$ cat src/rtl/ultrasonic_trigger_ctrl.sv
// rtl/ultrasonic_trigger_ctrl.sv - HC-SR04 trigger generator and echo qualifier
// Produces a periodic trigger and gates disStart over each qualified echo window.
module ultrasonic_trigger_ctrl #(
  parameter int unsigned TRIG_CYCLES      = 1000,
  parameter int unsigned ECHO_WAIT_CYCLES = 100000,
  parameter int unsigned ECHO_MAX_CYCLES  = 3000000,
  parameter int unsigned PERIOD_CYCLES    = 6000000
) (
  input  logic clk,
  input  logic rst_n,
  input  logic enable,
  input  logic echo,
  output logic trig,
  output logic disStart,
  output logic busy,
  output logic frame_done,
  output logic timeout
);

  typedef enum logic [2:0] {
    S_IDLE,
    S_TRIG,
    S_WAIT_ECHO,
    S_ECHO_HIGH,
    S_HOLDOFF
  } state_t;

  state_t      state, state_nxt;
  logic        echo_s1, echo_s, echo_d;
  logic        echo_rise, echo_fall;
  logic        done_nxt, timeout_nxt;
  logic [31:0] phase_cnt, frame_cnt;

  always_ff @(posedge clk or negedge rst_n) begin
    if (!rst_n) begin
      echo_s1 <= 1'b0;
      echo_s  <= 1'b0;
      echo_d  <= 1'b0;
    end else begin
      echo_s1 <= echo;
      echo_s  <= echo_s1;
      echo_d  <= echo_s;
    end
  end

  assign echo_rise = echo_s & ~echo_d;
  assign echo_fall = ~echo_s & echo_d;

  always_ff @(posedge clk or negedge rst_n) begin
    if (!rst_n) state <= S_IDLE;
    else        state <= state_nxt;
  end

  always_comb begin
    state_nxt   = state;
    done_nxt    = 1'b0;
    timeout_nxt = 1'b0;
    case (state)
      S_IDLE: begin
        if (enable) state_nxt = S_TRIG;
      end
      S_TRIG: begin
        if (phase_cnt == TRIG_CYCLES - 1) state_nxt = S_WAIT_ECHO;
      end
      S_WAIT_ECHO: begin
        // Only an edge counts: a level already high on entry is stale.
        if (echo_rise) begin
          state_nxt = S_ECHO_HIGH;
        end else if (phase_cnt == ECHO_WAIT_CYCLES - 1) begin
          state_nxt   = S_HOLDOFF;
          timeout_nxt = 1'b1;
        end
      end
      S_ECHO_HIGH: begin
        if (echo_fall) begin
          state_nxt = S_HOLDOFF;
          done_nxt  = 1'b1;
        end else if (phase_cnt == ECHO_MAX_CYCLES - 1) begin
          state_nxt   = S_HOLDOFF;
          timeout_nxt = 1'b1;
        end
      end
      S_HOLDOFF: begin
        if (frame_cnt >= PERIOD_CYCLES - 1 && !echo_s)
          state_nxt = enable ? S_TRIG : S_IDLE;
      end
      default: state_nxt = S_IDLE;
    endcase
  end

  always_ff @(posedge clk or negedge rst_n) begin
    if (!rst_n) begin
      phase_cnt <= '0;
      frame_cnt <= '0;
    end else begin
      if (state_nxt != state)  phase_cnt <= '0;
      else if (phase_cnt != '1) phase_cnt <= phase_cnt + 32'd1;

      if (state_nxt == S_TRIG && state != S_TRIG) frame_cnt <= '0;
      else if (frame_cnt != '1)                   frame_cnt <= frame_cnt + 32'd1;
    end
  end

  // Outputs follow the next state so they change on the same edge as the state.
  always_ff @(posedge clk or negedge rst_n) begin
    if (!rst_n) begin
      trig       <= 1'b0;
      disStart   <= 1'b0;
      busy       <= 1'b0;
      frame_done <= 1'b0;
      timeout    <= 1'b0;
    end else begin
      trig       <= (state_nxt == S_TRIG);
      disStart   <= (state_nxt == S_ECHO_HIGH);
      busy       <= (state_nxt != S_IDLE);
      frame_done <= done_nxt;
      timeout    <= timeout_nxt;
    end
  end

endmodule
$ cat config.mk
export PLATFORM = sky130hd
export DESIGN_NAME = ultrasonic_trigger_ctrl
export DESIGN_NICKNAME = d
export VERILOG_FILES = /design/src/rtl/ultrasonic_trigger_ctrl.sv
export SDC_FILE = /design/constraint.sdc
export NUM_CORES = 1
export LEC_CHECK = 0
export CORE_MARGIN = 5
export CORE_UTILIZATION = 62
export CTS_CLUSTER_DIAMETER = 30
export DETAILED_ROUTE_END_ITERATION = 7
export GPL_TIMING_DRIVEN = 0
export MAX_ROUTING_LAYER = met4
export PLACE_DENSITY = 0.8
export SETUP_SLACK_MARGIN = 0.1
export SKIP_CTS_REPAIR_TIMING = 1
export SLEW_MARGIN = 20
export SYNTH_ARGS = -nofsm -noshare
export SYNTH_HDL_FRONTEND = slang
export SYNTH_SLANG_ARGS = --single-unit
$ cat constraint.sdc
create_clock -name clk -period 3.66 [get_ports clk]
set_clock_uncertainty 0.2 [all_clocks]
set_input_delay 0.549 -clock clk [delete_from_list [all_inputs] [get_ports clk]]
set_output_delay 0.549 -clock clk [all_outputs]
set_load 0.05 [all_outputs]
==> flow_summary.html <==
<table>
<tr><th>Metric</th><th>Value</th></tr>
<tr><th colspan="2">Pwr</th></tr>
<tr><td>Peak supply drop</td><td>245 µV</td></tr>
<tr><td>Leakage dissipation</td><td>1.77 nW</td></tr>
<tr><td>Power density normalized to cell area</td><td>between 300 and 400 nW/µm²</td></tr>
<tr><th colspan="2">Global route</th></tr>
<tr><td>Combined global-route utilization of all metal layers</td><td>between 20% and 30%</td></tr>
<tr><td>Global-route wire length before repair</td><td>roughly 15000 µm</td></tr>
<tr><td>Pin count of the biggest net entering global routing</td><td>39</td></tr>
<tr><td>Total congestion overflow</td><td>0</td></tr>
<tr><td>Antenna violations before repair</td><td>0</td></tr>
<tr><td>Number of global-route vias before repair</td><td>3150</td></tr>
<tr><th colspan="2">Floorplan</th></tr>
<tr><td>Die Span X</td><td>90.5 µm</td></tr>
<tr><td>Die area</td><td>8190 µm²</td></tr>
<tr><td>Area of the core</td><td>6310 µm²</td></tr>
<tr><td>Vertical extent of the die</td><td>about 90 µm</td></tr>
<tr><td>Starting Density</td><td>63.7%</td></tr>
<tr><td>Number of cell rows</td><td>29</td></tr>
<tr><td># IOs</td><td>9</td></tr>
<tr><th colspan="2">Layout</th></tr>
<tr><td>Combined area of the multi-input logic cells</td><td>2040 µm²</td></tr>
<tr><td>Final net count</td><td>between 400 and 500</td></tr>
<tr><td>Antenna diode count</td><td>0</td></tr>
<tr><td>Fill count</td><td>514</td></tr>
<tr><td>Most used cells in the layout excluding fill and tap cells</td><td>98 x nor2_1, 75 x dfrtp_1, 39 x nand2_1, 36 x nand3_1, 32 x xor2_1</td></tr>
<tr><td>Total area of sequential cells</td><td>1880 µm²</td></tr>
<tr><td>Area growth, synth to finish</td><td>10.2%</td></tr>
<tr><td>Fraction of layout instances using a drive strength above 1</td><td>7.17%</td></tr>
<tr><td>Number of non-filler instances in the completed layout</td><td>551</td></tr>
<tr><td>Top Registers</td><td>frame_cnt (32), phase_cnt (32), state (3)</td></tr>
<tr><td>Leading cell type in the layout, fill and taps excluded</td><td>nor2_1</td></tr>
<tr><th colspan="2">Min path</th></tr>
<tr><td>Worst Min Path Start</td><td>echo_s1$_DFF_PN0_</td></tr>
<tr><td>Type of the most critical hold path</td><td>reg2reg</td></tr>
<tr><th colspan="2">STA</th></tr>
<tr><td>Maximum clock rate</td><td>340 MHz</td></tr>
<tr><td>Number of hold violations in the final report</td><td>0</td></tr>
<tr><td>Setup TNS</td><td>0 ns</td></tr>
<tr><td>Final Setup Violations</td><td>0</td></tr>
<tr><td>Slack of the critical path</td><td>~0.72 ns</td></tr>
<tr><td>Least-Margin Pin Slew</td><td>0.976 ns</td></tr>
<tr><td>Post-route clock period utilization</td><td>roughly four fifths</td></tr>
<tr><td>Relative slew slack</td><td>approximately 34%</td></tr>
<tr><td>Setup repair after global routing missed its margin</td><td>no</td></tr>
<tr><td>Max Slew Vio Count</td><td>0</td></tr>
<tr><td>Final critical-path required period</td><td>around 3 ns</td></tr>
<tr><th colspan="2">Placed design</th></tr>
<tr><td>Number of port buffers</td><td>8</td></tr>
<tr><td>Cell Count Post-Placement</td><td>534</td></tr>
<tr><td>Half-perimeter wire length after detailed placement</td><td>5920 µm</td></tr>
<tr><td>Weighted congestion reported at the end of routability-driven placement</td><td>0.848</td></tr>
<tr><td>Worst slack, placed</td><td>between 0.7 and 0.8 ns</td></tr>
<tr><th colspan="2">Yosys</th></tr>
<tr><td>Post-synthesis instance area</td><td>4020 µm²</td></tr>
<tr><td>Async set or reset register ratio after synthesis</td><td>100%</td></tr>
<tr><td>Mapped Nets</td><td>454</td></tr>
<tr><td>Register bit total from synthesis</td><td>75</td></tr>
<tr><td>Yosys warning count</td><td>0</td></tr>
<tr><td>Post-synthesis cell type with the largest combined area</td><td>dfrtp_1</td></tr>
<tr><td>Post-Syn Instances</td><td>about 450</td></tr>
<tr><td>Per-instance average area after synthesis</td><td>approximately 9 µm²</td></tr>
<tr><td>Predominant post-synthesis flop cell</td><td>dfrtp_1</td></tr>
<tr><td>Post-synthesis cell type count</td><td>44</td></tr>
<tr><td>Top-area cell type share of the netlist area</td><td>between 40% and 50%</td></tr>
<tr><td>Fraction of the mapped netlist area in simple logic gates</td><td>between 30 and 40%</td></tr>
<tr><td>Fraction of synthesized area in multiplexers</td><td>less than 1%</td></tr>
<tr><td>Post-synthesis compound-gate area fraction</td><td>about 3.9%</td></tr>
<tr><td>Largest family of logic cells by synthesized area</td><td>simple AND/OR/NAND/NOR gates</td></tr>
<tr><td>Proportion of synthesized chip area in sequential cells</td><td>46.7%</td></tr>
<tr><td>Number of synthesized flops with an enable pin</td><td>0</td></tr>
<tr><td>Synth top area cells</td><td>dfrtp_1 47%, nor2_1 9.2%, xor2_1 7.0%</td></tr>
<tr><td>Area share of xor/xnor cells in the synthesized design</td><td>between 10% and 20%</td></tr>
<tr><td>Post-synthesis share of cell area spent on full adders, half adders and majority gates</td><td>less than 1%</td></tr>
<tr><th colspan="2">Detailed routing</th></tr>
<tr><td>Detailed-routing iteration count for the pre-antenna-repair pass</td><td>4</td></tr>
<tr><td>Routed vias/inst</td><td>5.97</td></tr>
<tr><td>Post-detailed-routing wire length</td><td>8330 µm</td></tr>
<tr><td>DRC errors left</td><td>0</td></tr>
<tr><td>DRC marker count from the first detailed-route iteration</td><td>209</td></tr>
<tr><td>Total number of vias</td><td>roughly 3.3k</td></tr>
<tr><td>Routed wire per std cell</td><td>15.1 µm</td></tr>
<tr><td>Number of antenna-violating nets in the routed design</td><td>0</td></tr>
<tr><th colspan="2">Worst setup path</th></tr>
<tr><td>Critical Path, Cell by Cell</td><td>nand4_1, nor4_1, nor2_1, o311ai_0, a2111oi_2, o21ai_4, buf_6, nor2_1</td></tr>
<tr><td>Worst Setup Start Kind</td><td>register</td></tr>
<tr><td>R2R Path Start</td><td>frame_cnt[3]$_DFFE_PN0P_</td></tr>
<tr><td>Critical Path Sink Type</td><td>register</td></tr>
<tr><td>Most repeated library cell on the critical path</td><td>nor2_1</td></tr>
<tr><td>Slowest cell on the critical path</td><td>o311ai_0</td></tr>
<tr><td>Critical path launch point</td><td>frame_cnt[3]$_DFFE_PN0P_</td></tr>
<tr><td>Largest fanout on the critical path</td><td>10</td></tr>
<tr><td>Data arrival time of the critical path</td><td>2.95 ns</td></tr>
<tr><td>Peak per-stage delay on the critical path</td><td>0.63 ns</td></tr>
<tr><td>Req. time, crit path</td><td>3.67 ns</td></tr>
<tr><td>Worst setup path category</td><td>reg2reg</td></tr>
<tr><th colspan="2">Outcome</th></tr>
<tr><td>Run status</td><td>finished, final reports clean</td></tr>
<tr><th colspan="2">Clocking</th></tr>
<tr><td>Total clock buffers created by CTS</td><td>9</td></tr>
<tr><td>Clock slew at the register clock pins of the worst setup and hold paths</td><td>about 0.080 ns</td></tr>
<tr><td>Clock Sink Count</td><td>75</td></tr>
<tr><td>Total number of H-tree levels</td><td>3</td></tr>
<tr><td>Clock latency at the later pin of the worst-skew pair</td><td>between 0.3 and 0.4 ns</td></tr>
<tr><td>Maximum root-to-sink buffer count</td><td>2</td></tr>
<tr><td>Clock tree from TritonCTS</td><td>done</td></tr>
<tr><td>Cell at the root of the clock tree</td><td>clkbuf_8</td></tr>
<tr><th colspan="2">Run</th></tr>
<tr><td># Max-Cap Violations</td><td>0</td></tr>
</table>
==> cell families after synthesis <==
| kind of cell | count (synthesis) |
|---|---|
| AOI/OAI and AO/OA | 23 |
| and+or+nand+nor | 269 |
| DFF | 75 |
| muxes | 1 |
| buffers and inverters | 18 |
| xor gates and xnor gates | 59 |
| adders and majority gates | 3 |
==> final timing paths <==
check	end	slack (ns)	cells after the start
max	phase_cnt[0]$_DFFE_PN0P_	0.72	8
min	echo_s$_DFF_PN0_	0.16	0
max reg2reg	phase_cnt[0]$_DFFE_PN0P_	0.72	8
min reg2reg	echo_s$_DFF_PN0_	0.16	0
max in group asynchronous	frame_cnt[5]$_DFFE_PN0P_	2.18	3
min in group asynchronous	phase_cnt[16]$_DFFE_PN0P_	0.52	2
==> power by group <==
| part | switching [mW] | internal [mW] | leakage, nW | total (mW) |
|---|---|---|---|---|
| Sequential | 0.00201 | 0.830 | 0.844 | 0.832 |
| Combinational | 0.0175 | 0.00641 | 0.818 | 0.0240 |
| Clock | 0.294 | 0.380 | 0.110 | 0.674 |
| Total | 0.314 | 1.22 | 1.77 | 1.53 |
==> stage by stage <==
stage               hold slack, ns  power, mW  area, µm²  util, %
CTS                        -0.0249       1.54       4420     70.0
detailed placement           0.147      0.872       4210     66.7
global route                 0.180       1.60       4430     70.2
finish                       0.160       1.53       4430     70.2
floorplan                   0.0534      0.849       4020        -
global placement             0.136      0.870       4200     66.4
==> routing by layer <==
metal	vias to the layer above	share of wire, %	global-route usage, %
li1	1599	-	-
met1	1595	46	30.3
met2	85	48	33.2
met3	10	4.1	3.42
met4	0	1.2	8.06
met5	-	0	-
==> cell usage after synthesis, drive strengths merged, types with 2 or more instances <==
cell type and n:
xnor2 27, nor4 17, and4 6, or2 2, and3 5, nor3 19
nand4b 2, a21oi 6, nor3b 2, or4b 2, and2 4, nand2 40
nand4 22, nor2 98, buf 8, nand3 36, a31oi 4, dfrtp 75
ha 2, or3 3, inv 8, nand2b 5, xor2 32, clkbuf 2
or4 3, o21ai 7
==> area by class of cell <==
| class | instances | area share [%] |
|---|---|---|
| sequential | 75 | 42.4 |
| buffer | 10 | 1.55 |
| inverter | 8 | 0.678 |
| clock buffer | 10 | 2.88 |
| timing repair buffer | 10 | 2.43 |
| tap | 77 | 2.17 |
| multi-input combinational | 355 | 46.1 |
| clock inverter | 6 | 1.81 |
==> worst max-delay path: cells and delay by family, from the launching register on <==
kind / cells / cell delay, ns
flops: 1 / 0.44
simple gates: 4 / 0.89
compound gates: 3 / 1.10
buf+inv: 1 / 0.18
Note: power is estimated with default switching activity, not from simulation.
